[config.mk]
export PLATFORM = sky130hd
export DESIGN_NAME = rv32m_iter_divider
export DESIGN_NICKNAME = d
export VERILOG_FILES = /design/src/rtl/rv32m_pkg.sv /design/src/rtl/rv32m_iter_divider.sv
export SDC_FILE = /design/constraint.sdc
export NUM_CORES = 1
export LEC_CHECK = 0
export ABC_AREA = 1
export CAP_MARGIN = 30
export CELL_PAD_IN_SITES_DETAIL_PLACEMENT = 0
export CELL_PAD_IN_SITES_GLOBAL_PLACEMENT = 1
export CORE_UTILIZATION = 44
export CTS_BUF_LIST = sky130_fd_sc_hd__clkbuf_4
export DETAILED_ROUTE_END_ITERATION = 16
export PLACE_DENSITY = 0.82
export SETUP_SLACK_MARGIN = 0.1
export SYNTH_ARGS = -nofsm -noshare
export SYNTH_HDL_FRONTEND = slang
export SYNTH_SLANG_ARGS = --single-unit
export TNS_END_PERCENT = 5
[constraint.sdc]
create_clock -name clk -period 7 [get_ports clk]
set_input_delay 0.7 -clock clk [delete_from_list [all_inputs] [get_ports clk]]
set_output_delay 0.7 -clock clk [all_outputs]
set_load 0.02 [all_outputs]
[src/rtl/rv32m_pkg.sv]
// rv32m_pkg: RV32M width, op codes and divider state type shared by the M-extension responders
package rv32m_pkg;
  localparam int XLEN = 32;
  localparam logic [4:0] OP_DIV = 5'b10100;
  localparam logic [4:0] OP_DIVU = 5'b10101;
  localparam logic [4:0] OP_REM = 5'b10110;
  localparam logic [4:0] OP_REMU = 5'b10111;
  typedef enum logic [1:0] {IDLE, CALC, DONE} div_state_t;
endpackage

[src/rtl/rv32m_iter_divider.sv]
// rv32m_iter_divider: radix-2 restoring divider for DIV/DIVU/REM/REMU with op_valid/busy/done handshake
module rv32m_iter_divider
  import rv32m_pkg::*;
#(
  parameter int XLEN = rv32m_pkg::XLEN,
  parameter bit EARLY_OUT = 1'b1
) (
  input  logic            clk,
  input  logic            rst,
  input  logic            op_valid,
  input  logic [4:0]      op_sel,
  input  logic [XLEN-1:0] rs1,
  input  logic [XLEN-1:0] rs2,
  output logic            busy,
  output logic            done,
  output logic [XLEN-1:0] result
);
  localparam int CW = $clog2(XLEN);
  localparam logic [XLEN-1:0] MIN = {1'b1, {(XLEN-1){1'b0}}};
  div_state_t state;
  logic [CW-1:0] cnt;
  logic [1:0] op_r;
  logic s1, s2, dz;
  logic [XLEN-1:0] rem, quo, dvs;
  logic is_div, sgn_in, dz_in, ovf_in, accept;
  logic [XLEN-1:0] a_mag, b_mag, early_res, nxt_rem, nxt_quo, fin;
  logic [XLEN:0] trial;
  assign is_div = op_sel inside {OP_DIV, OP_DIVU, OP_REM, OP_REMU};
  assign sgn_in = ~op_sel[0];
  assign a_mag = sgn_in && rs1[XLEN-1] ? -rs1 : rs1;
  assign b_mag = sgn_in && rs2[XLEN-1] ? -rs2 : rs2;
  assign dz_in = rs2 == '0;
  assign ovf_in = sgn_in && rs1 == MIN && rs2 == '1;
  assign accept = state == IDLE && op_valid && is_div;
  assign early_res = dz_in ? (op_sel[1] ? rs1 : '1) : (op_sel[1] ? '0 : MIN);
  assign trial = {rem, quo[XLEN-1]} - {1'b0, dvs};
  assign nxt_rem = trial[XLEN] ? {rem[XLEN-2:0], quo[XLEN-1]} : trial[XLEN-1:0];
  assign nxt_quo = {quo[XLEN-2:0], ~trial[XLEN]};
  // Divide-by-zero DIV needs an override: the iteration alone would negate the all-ones quotient
  assign fin = op_r[1] ? (~op_r[0] && s1 ? -nxt_rem : nxt_rem)
             : dz ? '1 : (~op_r[0] && (s1 ^ s2) ? -nxt_quo : nxt_quo);
  always_ff @(posedge clk) begin
    if (rst) begin
      state <= IDLE;
      busy <= 1'b0;
      done <= 1'b0;
      result <= '0;
      cnt <= '0;
    end else begin
      case (state)
        IDLE: if (accept) begin
          op_r <= op_sel[1:0];
          s1 <= rs1[XLEN-1];
          s2 <= rs2[XLEN-1];
          dz <= dz_in;
          rem <= '0;
          quo <= a_mag;
          dvs <= b_mag;
          cnt <= CW'(XLEN-1);
          if (EARLY_OUT && (dz_in || ovf_in)) begin
            state <= DONE;
            done <= 1'b1;
            result <= early_res;
          end else begin
            state <= CALC;
            busy <= 1'b1;
          end
        end
        CALC: begin
          rem <= nxt_rem;
          quo <= nxt_quo;
          cnt <= cnt - 1'b1;
          if (cnt == '0) begin
            state <= DONE;
            busy <= 1'b0;
            done <= 1'b1;
            result <= fin;
          end
        end
        DONE: begin
          state <= IDLE;
          done <= 1'b0;
        end
        default: state <= IDLE;
      endcase
    end
  end
endmodule
==> metrics.txt, run 1 <==
status=finished, final reports clean; remaining routing DRC violations=0; row count=62; Reg clk slew, reported paths=0.17 ns; vias per cell=5.30; area grow syn2layout=13.4%; worst hold path type=reg -> reg; Design Power=~0.0022 W; Seq pwr share=45.3%; total number of yosys warnings=0; core area=28,700 sq um; CP Class=reg -> reg; Worst slew margin=a little under two fifths; r2r setup slk=2.32 ns; leading area contributor after synthesis=edfxtp_1; number of DRC markers in iteration 0=approximately 1,100; Mapped Cells=1,964; worst setup slack after layout=2.32 ns; critical path's slowest cell=edfxtp_1; Post-synth EDFFs=~100; GRT Total Usage=between 20 and 30%; Max stage delay on crit path=0.46 ns; Final min period=4.68 ns; FF-to-FF Start=quo[31]$_DFFE_PP_; H-tree depth=4; internal power=0.00132 W; Die Area=29,900 sq um; reg-to-reg endpoint=result[30]$_SDFFE_PP0P_; Avg Cell Area, Syn=6.55 sq um; DP Worst Slack=~2.4 ns; WHS Path Cells=2; r2r worst-path depth=28; TritonCTS buffer count=17; Post-Syn Area=12,900 sq um; DR WL/cell=17.1 um; commonest cells in the synthesized netlist=nand2_1, inv_1, nor2_1; port buffer count=105; Clk Latency, worst-skew pair=between 0.5 and 0.6 ns; IO Pins=106; Switching Share=38.6%; Setup TNS Final=0 ns; grt ovf=0; Max Cap Violations=0; main area contributors after synthesis=edfxtp_1, nand2_1, inv_1; first-pass GRT wire length=66,100 um; Switch Pwr=0.000833 W; Final Cell Area=approximately 15,000 sq um; VDD IR max=0.000115 V; area fraction of the dominant cell type after synthesis=23.6%; RD Place Congestion=0.946; die height=173 um; largest net degree at the start of global routing=90; Initial Util=between 40% and 50%; Vias=~13,000; Layout fillers=2,980; Pre-antenna DRT Iters=6; CP arrival=5.16 ns; layout net count=2,162; share of cells above drive strength 1=under 10%; Slew @ Worst Pin=approximately 0.93 ns; commonest register cell after synthesis=edfxtp_1; Die X-Extent=~170 um; vias in the first global route=roughly 12,000; CP endpoint kind=register; Setup crit start kind=register; synthesized flop and latch total=142; sequential fraction of the synthesis area=29.9%; clock power share=about a quarter; Setup Viol. Count Final=0; Detailed Place HPWL=~33,000 um; leading cell type by number of instances after synthesis=nand2_1; PwrDens=around 150 nW/um^2; Leakage=between 6 and 7 nW; RSZ-0062 raised after global routing=no; Worst Hold Path EP=done$_SDFFE_PP0P_; initial antenna violation count=11; Hold Crit Start=done$_SDFFE_PP0P_; DP Area=14,300 sq um; count of cell types in the netlist=57; final core utilization=50.8%; CTS tree=yes; Logic pwr share=between 20% and 30%; Final Cycle Share=66.9%; Clock Skews=0.0469 ns; maximum fanout along the worst path=46; max-slew violation count=0; clock sink count=142; CTS resizes=0; ys async rst share=0%; Post-DRT Antenna Nets=0; wirelength, routed=around 42,000 um; Fin. Hold Viols=0; Syn Nets=2,076; Worst Path Required=7.48 ns; CTS Root Cell=clkbuf_4; Max Freq=214 MHz; CTS Buffer Depth=2; # hold bufs at CTS=0; Post-CTS Setup Inserts=0
[metrics by stage]
| step | cells | hold slack (ns) |
|---|---|---|
| after floorplan | 1964 | 0.479 |
| final | 2448 | 0.489 |
| after global routing | 2448 | 0.513 |
| after global placement | 2411 | 0.466 |
| after detailed placement | 2415 | 0.472 |
| after CTS | 2447 | 0.492 |
[cell families (layout without fill, tap and decap cells)]
group | Yosys count | after routing | share of synthesized area (%)
and+or+nand+nor | 1113 | 1113 | 38.6
other | 0 | 1 | 0
DFF | 142 | 142 | 29.9
xor gates and xnor gates | 80 | 80 | 5.45
adders and majority gates | 40 | 40 | 3.95
buffers and inverters | 320 | 419 | 10.1
AOI/OAI and AO/OA | 269 | 269 | 11.9
[final cells by class]
cell class	count	area, sq um	area share, %
tap	384	480	3.29
inverter	267	1000	6.87
clock buffer	17	128	0.874
timing repair buffer	120	1220	8.37
antenna	1	2.50	0.0171
sequential	142	3850	26.4
clock inverter	15	159	1.09
multi-input combinational	1502	7750	53.1
[critical path: cells and delay by family (launching register included)]
kind | cells | cell delay [ns]
AOI/OAI and AO/OA | 1 | 0.05
adders and majority gates | 3 | 0.77
buffers and inverters | 3 | 0.20
DFF | 1 | 0.46
and+or+nand+nor | 21 | 3.12
[registers in the layout, summed over array words and instances, names as in the netlist]
register,count
dvs,32
quo,32
rem,32
result,32
cnt,5
op_r,2
state,2
busy,1
done,1
dz,1
s1,1
s2,1
[placed cells by master, fill, tap and decap left out, drive strengths merged, types with 17 or more instances in the layout]
master         synthesis  routed
a21oi                 89      89
inv                  265     277
clkdlybuf4s50          0     105
edfxtp               101     101
nor2                 252     252
ha                    39      39
dfxtp                 41      41
xnor2                 22      22
xor2                  58      58
clkbuf                34      17
nand4                 28      28
o21ai                137     137
nor3                  37      37
nand2                610     610
nand3                150     150
[power groups by stage]
stage / sequential [W] / clock (W) / combinational (W)
after global routing: 0.000981 / 0.000610 / 0.000683
after CTS: 0.000976 / 0.000571 / 0.000613
after floorplan: 0.000996 / 0 / 0.000402
after detailed placement: 0.000995 / 0 / 0.000610
after global placement: 0.000994 / 0 / 0.000604
final: 0.000977 / 0.000563 / 0.000617
[how the worst max path moves through the flow]
stage | startpoint | to | slack (ns) | depth (start not counted)
after CTS | quo[31]$_DFFE_PP_ | result[30]$_SDFFE_PP0P_ | 2.38 | 28
final | quo[31]$_DFFE_PP_ | result[30]$_SDFFE_PP0P_ | 2.32 | 28
after global placement | rs1[0] | result[30]$_SDFFE_PP0P_ | 1.62 | 15
after global routing | quo[31]$_DFFE_PP_ | result[30]$_SDFFE_PP0P_ | 1.89 | 28
after floorplan | rst | quo[0]$_DFFE_PP_ | 0.81 | 2
after detailed placement | quo[31]$_DFFE_PP_ | result[30]$_SDFFE_PP0P_ | 2.39 | 28
[metal layers]
metal | global-route usage (%) | routed length [um] | share of wire [%] | up-vias
li1 | - | - | - | 6538
met1 | 39.6 | 19200 | 46 | 5958
met2 | 44.5 | 18500 | 44 | 431
met3 | 4.64 | 3160 | 7.5 | 59
met4 | 8.55 | 1060 | 2.5 | 0
met5 | 0 | 0 | 0 | -
(Power assumes the default switching activity.)
==> run 2, diff against run 1 <==
clock period = 4.5 ns   (was 7 ns; I/O delays follow)
==> run 2 against run 1 <==
Effect of this change:
- total power increased by 59%
- maximum frequency increased by 14%
- sequential power is 56% higher
- register-to-register slack got worse by 1.9 ns
- final cell count grew 0.53%
- sequential share of layout area is 0.21 points lower
- wire length grew 1.2%
- first-iteration DRC count about the same
- via count up 0.64%
- global-route usage increased by 0.57 points
- final area rose by 0.81%
==> metrics.txt, run 2 (same netlist as run 1, synthesis figures left out) <==
commonest cells after routing, fill and taps aside=nand2_1, inv_1, nor2_1 (unchanged); worst hold path type=reg -> reg (unchanged); clock sink count=142 (unchanged); worst hold slack=0.477 ns (was 0.489 ns); die height=173 um (unchanged); Die Area=29,900 sq um (unchanged); Pre-antenna DRT Iters=7 (was 6); GRT Total Usage=28.8% (was 28.2%); # hold bufs at CTS=0 (unchanged); area grow syn2layout=14.3% (was 13.4%); Setup TNS Final=0 ns (unchanged); Worst Path Required=5.03 ns (was 7.48 ns); Final min period=4.11 ns (was 4.68 ns); Clk Latency, worst-skew pair=0.63 ns (was 0.58 ns); Post-CTS Setup Inserts=0 (unchanged); largest net degree at the start of global routing=87 (was 90); max-slew violation count=0 (unchanged); Clock Skews=0.0305 ns (was 0.0469 ns); Max stage delay on crit path=0.47 ns (was 0.46 ns); first-pass GRT wire length=66,800 um (was 66,100 um); Worst slew margin=36.2% (was 38.2%); Setup crit start kind=register (unchanged); CP Class=reg -> reg (unchanged); initial antenna violation count=6 (was 11); port buffer count=105 (unchanged); Layout fillers=2,978 (was 2,980); maximum fanout along the worst path=36 (was 46); Final Cycle Share=91.4% (was 66.9%); grt ovf=0 (unchanged); RSZ-0062 raised after global routing=no (unchanged); VDD IR max=0.000183 V (was 0.000115 V); CTS Root Cell=clkbuf_4 (unchanged); cell mode on critical path=nand2_1; Reg clk slew, reported paths=0.16 ns (was 0.17 ns); status=finished, final reports clean (unchanged); CP endpoint kind=register (unchanged); commonest non-fill, non-tap cell in the layout=nand2_1 (unchanged); CP arrival=4.64 ns (was 5.16 ns); IO Pins=106 (unchanged); Slew @ Worst Pin=0.957 ns (was 0.927 ns); share of cells above drive strength 1=9.16% (was 8.43%); remaining routing DRC violations=0 (unchanged); CTS resizes=1 (was 0); vias per cell=5.31 (was 5.30); wirelength, routed=42,400 um (was 41,900 um); DR WL/cell=17.2 um (was 17.1 um); Initial Util=44.8% (unchanged); H-tree depth=4 (unchanged); Post-DRT Antenna Nets=0 (unchanged); PwrDens=233 nW/um^2 (was 148 nW/um^2); critical path's slowest cell=edfxtp_1 (unchanged); row count=62 (unchanged); CTS Buffer Depth=2 (unchanged); vias in the first global route=12,211 (was 12,170); RD Place Congestion=0.929 (was 0.946); Die X-Extent=173 um (unchanged); Setup Viol. Count Final=0 (unchanged); number of DRC markers in iteration 0=1,126 (was 1,125); Detailed Place HPWL=33,700 um (was 33,500 um); Vias=13,069 (was 12,986); Fin. Hold Viols=0 (unchanged); Max Freq=243 MHz (was 214 MHz); Leakage=6.61 nW (was 6.55 nW); core area=28,700 sq um (unchanged); Max Cap Violations=0 (unchanged); CTS tree=yes (unchanged); layout net count=2,174 (was 2,162); TritonCTS buffer count=17 (unchanged)
-- run 2: final timing paths --
path	to	slack, ns	cells past startpoint	from
worst max-delay path	result[31]$_SDFFE_PP0P_	0.39	27	quo[31]$_DFFE_PP_
worst min-delay path	done$_SDFFE_PP0P_	0.48	2	done$_SDFFE_PP0P_
worst max register to register	result[31]$_SDFFE_PP0P_	0.39	27	quo[31]$_DFFE_PP_
worst min register to register	done$_SDFFE_PP0P_	0.48	2	done$_SDFFE_PP0P_
-- run 2: cell type report --
class	count	area, sq um	area share [%]
multi-input combinational	1502	7770	52.8
inverter	267	1000	6.81
clock buffer	17	128	0.867
clock inverter	15	170	1.16
timing repair buffer	132	1300	8.83
tap	384	480	3.27
antenna	2	5.00	0.0340
sequential	142	3850	26.2
-- run 2: layer usage --
metal | GRT usage [%] | vias to the layer above | routed length, um
li1 | - | 6566 | -
met1 | 39.9 | 6021 | 19900
met2 | 46.3 | 413 | 19100
met4 | 8.55 | 2 | 1010
met5 | 0 | - | 10
met3 | 4.42 | 67 | 2380
-- run 2: critical path: cells and delay by family, from the launching register on --
family	cells	cell delay, ns
AOI/OAI and AO/OA	1	0.09
and+or+nand+nor	21	2.46
buffers and inverters	3	0.42
DFF	1	0.47
adders and majority gates	2	0.51
-- run 2: report_power, final --
part | switching (W) | leakage (nW) | total, W | internal (W)
clock network | 0.000584 | 0.163 | 0.000932 | 0.000348
logic | 0.000641 | 5.19 | 0.000972 | 0.000331
registers | 0.0000444 | 1.25 | 0.00152 | 0.00148
-- run 2: per-stage QoR --
step           util, %  worst slack, ns  power (W)  cell area [sq um]  instances
2_1_floorplan        -            0.515    0.00217              12900       1964
3_3_place_gp      49.9            0.170    0.00250              14300       2425
3_5_place_dp      50.1           0.0859    0.00251              14400       2427
4_1_cts           51.2            0.166    0.00343              14700       2459
5_1_grt           51.3            0.113    0.00360              14700       2460
6_report          51.3            0.387    0.00342              14700       2461
